## config.mk

```make
export PLATFORM = sky130hd
export DESIGN_NAME = vx_ti_node_gather
export DESIGN_NICKNAME = d
export VERILOG_FILES = /design/src/rtl/vx_ti_node_gather.sv
export SDC_FILE = /design/constraint.sdc
export NUM_CORES = 2
export LEC_CHECK = 0
export BUFFER_PORTS_ARGS = -buffer_cell sky130_fd_sc_hd__buf_2
export CORE_MARGIN = 10
export CORE_UTILIZATION = 55
export CTS_CLUSTER_SIZE = 12
export DETAILED_ROUTE_END_ITERATION = 12
export PLACE_DENSITY_LB_ADDON = 0.15
export SLEW_MARGIN = 0
export SYNTH_ARGS = -nofsm -noshare
export SYNTH_HDL_FRONTEND = slang
export SYNTH_SLANG_ARGS = --single-unit
```

## constraint.sdc

```tcl
create_clock -name clk -period 3.9 [get_ports clk]
set_input_delay 0.39 -clock clk [delete_from_list [all_inputs] [get_ports clk]]
set_output_delay 0.39 -clock clk [all_outputs]
set_load 0.02 [all_outputs]
```

## src/rtl/vx_ti_node_gather.sv

```systemverilog
// Purpose: gathers out-of-order per-word TI fetch responses into BVH node records, released in allocation order.
// Latency: the last word written at edge t raises out_valid in cycle t+1; there is no rsp->out bypass.
// Backpressure: out_ready=0 holds the head record stable; alloc_ready drops when all slots are occupied; rsp_ready is 1 outside reset.
// Optional: define VX_TI_GATHER_ERR_EN to add the sticky err output (response to a free slot, or a duplicate word).
module vx_ti_node_gather #(
  parameter int NUM_SLOTS  = 8,
  parameter int NUM_WORDS  = 8,
  parameter int WORD_WIDTH = 32,
  parameter int META_WIDTH = 16,
  localparam int TAG_W     = $clog2(NUM_SLOTS),
  localparam int IDX_W     = $clog2(NUM_WORDS),
  localparam int CNT_W     = TAG_W + 1
) (
  input  logic                            clk,
  input  logic                            reset,
  input  logic                            alloc_valid,
  input  logic [META_WIDTH-1:0]           alloc_meta,
  output logic                            alloc_ready,
  output logic [TAG_W-1:0]                alloc_tag,
  input  logic                            rsp_valid,
  input  logic [TAG_W-1:0]                rsp_tag,
  input  logic [IDX_W-1:0]                rsp_word_idx,
  input  logic [WORD_WIDTH-1:0]           rsp_data,
  output logic                            rsp_ready,
  output logic                            out_valid,
  input  logic                            out_ready,
  output logic [META_WIDTH-1:0]           out_meta,
  output logic [NUM_WORDS*WORD_WIDTH-1:0] out_data
`ifdef VX_TI_GATHER_ERR_EN
  ,
  output logic                            err
`endif
);

  localparam logic [1:0] ST_FREE = 2'd0;
  localparam logic [1:0] ST_PEND = 2'd1;
  localparam logic [1:0] ST_FULL = 2'd2;
  localparam logic [CNT_W-1:0] CNT_MAX = CNT_W'(NUM_SLOTS);

  logic [1:0]            state_q [NUM_SLOTS];
  logic [NUM_WORDS-1:0]  mask_q  [NUM_SLOTS];
  logic [META_WIDTH-1:0] meta_q  [NUM_SLOTS];
  logic [WORD_WIDTH-1:0] data_q  [NUM_SLOTS][NUM_WORDS];
  logic [TAG_W-1:0]      head_q;
  logic [TAG_W-1:0]      tail_q;
  logic [CNT_W-1:0]      count_q;

  logic                  alloc_fire;
  logic                  out_fire;
  logic                  rsp_live;
  logic                  rsp_hit;
  logic [NUM_WORDS-1:0]  rsp_bit;
  logic [NUM_WORDS-1:0]  mask_upd;

  // Handshakes are forced low while reset is held so nothing is granted or accepted.
  assign alloc_ready = ~reset & (count_q < CNT_MAX);
  assign alloc_tag   = tail_q;
  assign rsp_ready   = ~reset;
  assign out_valid   = ~reset & (state_q[head_q] == ST_FULL);
  assign out_meta    = meta_q[head_q];
  assign alloc_fire  = alloc_valid & alloc_ready;
  assign out_fire    = out_valid & out_ready;

  // A response only lands in an occupied slot that is neither being released nor
  // re-claimed on this edge; anything else is treated as hitting a free slot.
  assign rsp_live = rsp_valid & ~reset;
  assign rsp_hit  = rsp_live
                  & (state_q[rsp_tag] != ST_FREE)
                  & ~(out_fire & (rsp_tag == head_q))
                  & ~(alloc_fire & (rsp_tag == tail_q));
  assign rsp_bit  = NUM_WORDS'(1) << rsp_word_idx;
  assign mask_upd = mask_q[rsp_tag] | rsp_bit;

  // Flatten the head record onto the output bus, word i in slice i.
  always_comb begin
    out_data = '0;
    for (int i = 0; i < NUM_WORDS; i++) begin
      out_data[i*WORD_WIDTH +: WORD_WIDTH] = data_q[head_q][i];
    end
  end

  // Slot lifecycle, ring pointers and occupancy count.
  always_ff @(posedge clk) begin
    if (reset) begin
      head_q  <= '0;
      tail_q  <= '0;
      count_q <= '0;
      for (int s = 0; s < NUM_SLOTS; s++) begin
        state_q[s] <= ST_FREE;
        mask_q[s]  <= '0;
      end
    end else begin
      if (alloc_fire) begin
        state_q[tail_q] <= ST_PEND;
        mask_q[tail_q]  <= '0;
        tail_q          <= tail_q + TAG_W'(1);
      end
      if (out_fire) begin
        state_q[head_q] <= ST_FREE;
        head_q          <= head_q + TAG_W'(1);
      end
      if (rsp_hit) begin
        mask_q[rsp_tag] <= mask_upd;
        if (&mask_upd) begin
          state_q[rsp_tag] <= ST_FULL;
        end
      end
      case ({alloc_fire, out_fire})
        2'b10:   count_q <= count_q + CNT_W'(1);
        2'b01:   count_q <= count_q - CNT_W'(1);
        default: count_q <= count_q;
      endcase
    end
  end

  // Metadata captured at allocation; no reset needed as it is only read once the slot is full.
  always_ff @(posedge clk) begin
    if (alloc_fire) begin
      meta_q[tail_q] <= alloc_meta;
    end
  end

  // Word payload; a duplicate word simply overwrites the earlier value.
  always_ff @(posedge clk) begin
    if (rsp_hit) begin
      data_q[rsp_tag][rsp_word_idx] <= rsp_data;
    end
  end

`ifdef VX_TI_GATHER_ERR_EN
  logic rsp_dup;
  assign rsp_dup = rsp_hit & mask_q[rsp_tag][rsp_word_idx];

  // Sticky protocol error: dropped response or repeated word, cleared only by reset.
  always_ff @(posedge clk) begin
    if (reset) begin
      err <= 1'b0;
    end else if ((rsp_live & ~rsp_hit) | rsp_dup) begin
      err <= 1'b1;
    end
  end
`endif

endmodule

```

==> flow_metrics.env <==
export IMPL_post_route_period_util_pct=95.48
export IMPL_dieHeight_um=416.2
export IMPL_timing_reg2reg_worst_path_depth=5
export IMPL_place_detailed_hpwl_mm=116.1
export IMPL_maxClockFrequency_mhz=268.5
export IMPL_drtPass1Iterations=6
export IMPL_post_synth_instance_area_mm2=0.08635
export IMPL_worstSetupPathType="register to primary output"
export IMPL_leakage_nw=30.58
export IMPL_reg2reg_slack_ps=430
export IMPL_totalWireLength_mm=204.9
export IMPL_clock_insertion_delay_worst_skew_ps=850
export IMPL_synth_enable_flop_cells=2240
export IMPL_fin_setup_tns_ps=0
export IMPL_clk_transition_reported_paths_ps=60
export IMPL_holdCritPathClass="input port to register"
export IMPL_critical_path_arrival_ps=3330
export IMPL_pin_count=337
export IMPL_synthFlopType="edfxtp_1"
export IMPL_critical_path_slowest_cell="dfxtp_4"
export IMPL_cts_setup_buffers=0
export IMPL_finalMaxSlewViolations=0
export IMPL_growth_of_design_area_from_synthesis_to_finish_pct=14.83
export IMPL_route_antenna_remaining_nets=0
export IMPL_initial_core_util_pct=55.28
export IMPL_first_global_vias=41668
export IMPL_synthesis_yosys_warnings=0
export IMPL_cts_buffers_inserted=224
export IMPL_critical_path_cell_chain="buf_16 -> mux4_2 -> mux2_2 -> buf_2"
export IMPL_non_filler_cell_area_final_mm2=0.09916
export IMPL_drt_initial_drc_count=4548
export IMPL_floorplan_die_area_mm2=0.1733
export IMPL_cts_num_sinks=2269
export IMPL_die_w_um=416.2
export IMPL_number_of_endpoints_failing_setup_at_the_final_stage=0
export IMPL_synthesis_nets=3745
export IMPL_power_density_mw_per_mm2=475.7
export IMPL_synth_seq_cells=2269
export IMPL_ir_worst_vdd_v=0.0004864
export IMPL_fillerInstances=10393
export IMPL_ys_types=63
export IMPL_core_area_mm2=0.1562
export IMPL_cts_root_buf="clkbuf_16"
export IMPL_seq_area_frac_synth_pct=78.57
export IMPL_gpl_final_weighted_congestion=0.8521
export IMPL_layout_drive_gt1_share_pct=38.49
export IMPL_worst_endpoint_required_ps=3510
export IMPL_globalRouteTotalUtil_pct=23.73
export IMPL_timing_hold_violations_final=0
export IMPL_core_rowCount=145
export IMPL_cap_violations=0
export IMPL_finish_net_count=4320
export IMPL_synthArstFlopShare_pct=0
export IMPL_port_buffer_cells=336
export IMPL_timing_clock_skew_ps=38.86
export IMPL_route_detailed_vias_per_inst=6.182
export IMPL_setup_repair_after_global_routing_missed_its_margin="no"
export IMPL_multiInputGateArea_mm2=0.01820
export IMPL_run_status="completed"
export IMPL_timing_critical_path_slowest_cell_delay_ps=600
export IMPL_total_power_mw=47.17
export IMPL_synthesis_instances=3680
export IMPL_min_delay_worst_endpoint="data_q[6][98]"
export IMPL_max_root_sink_buffers=3
export IMPL_hold_depth=1
export IMPL_min_delay_start="rsp_data[2]"
export IMPL_timing_worst_slew_pin_value_ps=1271
export IMPL_final_period_minus_worst_setup_slack_ps=3724
export IMPL_vias=39975
export IMPL_grt_antenna_before_repair=16
export IMPL_layout_area_seq_mm2=0.06786
export IMPL_startpoint_type="register"
export IMPL_reg2reg_to="data_q[3][243]"
export IMPL_drt_wirelength_per_cell_um=31.69
export IMPL_max_slew_margin_pct=15.26
export IMPL_syn_mean_instance_area_um2=23.47
export IMPL_drc_violations=0
export IMPL_grt_max_degree=164
export IMPL_grt_overflow=0
export IMPL_cts_tree="built"
export IMPL_grt_first_pass_wirelength_mm=297.7
export IMPL_post_dp_cell_area_mm2=0.09236
export IMPL_crit_fanout=108
export IMPL_endpoint_kind="primary output"
export IMPL_cts_htree_levels=4
[layer usage]
layer  global-route usage [%]  vias up  part of all wire (%)  routed length [um]
li1                         -    16710                     -                   -
met5                        0        -                 0.015                  30
met1                    31.90    21372                    39               79700
met4                    9.077        6                   4.1                8492
met3                    4.482      329                   7.0               14380
met2                    38.85     1558                    50              102300
[synthesized netlist by cell type (4+ instances only)]
cell,n,area share (%)
buf_2,28,0.16
nand2_1,27,0.12
mux2i_1,11,0.13
nor3_1,6,0.035
nor2_1,157,0.68
mux2_2,279,3.6
nor2b_1,10,0.072
o211ai_1,8,0.070
clkbuf_1,107,0.47
o21ai_0,25,0.14
ha_1,5,0.072
buf_6,7,0.091
or2_2,4,0.029
xnor2_1,7,0.071
inv_1,6,0.026
nand3b_1,11,0.096
dfxtp_1,29,0.67
edfxtp_1,2240,78
a31oi_1,8,0.058
buf_1,42,0.18
nand3_1,9,0.052
a21o_1,8,0.070
nand2b_1,11,0.080
o21a_1,4,0.035
mux4_2,546,14
xor2_1,6,0.061
nor3b_1,6,0.052
a21oi_1,11,0.064
[sequential cells by signal, indices dropped and copies added, names as in the netlist, named ones only]
signal / count
alloc_tag: 3
meta_q: 128
state_q: 16
head_q: 3
mask_q: 64
count_q: 4
data_q: 2048
[report_power, final]
group / switching [mW] / leakage (nW) / internal [mW] / total, mW
registers: 0.0225 / 20.5 / 26.8 / 26.9
clock network: 8.63 / 3.17 / 10.8 / 19.5
logic: 0.680 / 6.96 / 0.157 / 0.837
[worst max-delay path by stage]
stage                    start        endpoint  slack (ps)  cells after the start
floorplan           rsp_tag[1]  data_q[6][128]          80                     10
global placement    rsp_tag[0]   data_q[2][93]         580                     10
detailed placement  rsp_tag[0]   data_q[2][93]         500                     10
CTS                   register    out_data[82]          30                      4
global route          register    out_data[67]           3                      4
finish                register    out_data[67]         180                      4
[through the flow]
step           hold slack (ps)  utilization [%]  std cells  setup WS [ps]
5_1_grt                  24.13            63.47       6458          3.430
6_report                 45.25            63.48       6466          176.3
3_5_place_dp             503.0            59.13       6068          495.8
3_3_place_gp             495.3            59.13       6068          577.1
2_1_floorplan            465.0                -       3680          79.37
4_1_cts                  12.04            63.44       6456          29.17
[area by class of cell]
cell class / count / area share (%)
Clock buffer: 299 / 6.022
Antenna cell: 9 / 0.02271
Tap cell: 2058 / 2.597
Clock inverter: 71 / 0.5628
Multi-Input combinational cell: 1221 / 18.36
Sequential cell: 2269 / 68.43
Inverter: 6 / 0.02271
Timing Repair Buffer: 533 / 3.982
[placed cells by master, fill, tap and decap left out, types with 4 or more instances in the layout]
master | Yosys | final
a21o_1 | 8 | 8
a21oi_1 | 11 | 11
a31oi_1 | 8 | 8
buf_12 | 0 | 52
buf_2 | 28 | 336
buf_4 | 0 | 119
buf_6 | 7 | 4
clkbuf_1 | 107 | 70
clkbuf_16 | 0 | 228
clkinv_1 | 0 | 38
clkinv_16 | 0 | 4
clkinv_2 | 0 | 18
dfxtp_1 | 29 | 26
diode_2 | 0 | 9
dlygate4sd3_1 | 0 | 18
edfxtp_1 | 2240 | 2240
ha_1 | 5 | 5
inv_1 | 6 | 6
mux2_2 | 279 | 279
mux2i_1 | 11 | 11
mux4_2 | 546 | 546
nand2_1 | 27 | 27
nand2b_1 | 11 | 11
nand3_1 | 9 | 9
nand3b_1 | 11 | 11
nor2_1 | 157 | 98
nor2_4 | 0 | 59
nor2b_1 | 10 | 6
nor2b_4 | 0 | 4
nor3_1 | 6 | 4
nor3b_1 | 6 | 6
o211ai_1 | 8 | 8
o21a_1 | 4 | 4
o21ai_0 | 25 | 25
or2_2 | 4 | 4
xnor2_1 | 7 | 7
xor2_1 | 6 | 6
[logic make-up (layout without fill, tap and decap cells)]
kind of cell | Yosys count | in the layout | synth area share (%)
flops | 2269 | 2269 | 78.57
mux | 836 | 836 | 18.01
simple gates | 268 | 268 | 1.472
buf+inv | 190 | 909 | 0.9273
compound gates | 98 | 98 | 0.7984
xor+xnor | 13 | 13 | 0.1319
fa+ha+maj | 6 | 6 | 0.09563
other cells | 0 | 9 | 0
[critical path: cells and delay by family (launching register included)]
kind                   cells  cell delay [ps]
multiplexers               2              930
buffers and inverters      2              750
flip-flops                 1              600
[what timing repair did]
| item | CTS | global route |
|---|---|---|
| setup endpoints to repair | 84 | 33 |
| pin swaps | 0 | 0 |
| gates resized for setup | 5 | 2 |
| hold buffers | 18 | 0 |
| hold endpoints to repair | 147 | 0 |
| cloned | 0 | 1 |
No activity file was read; power rests on OpenSTA's default activity.
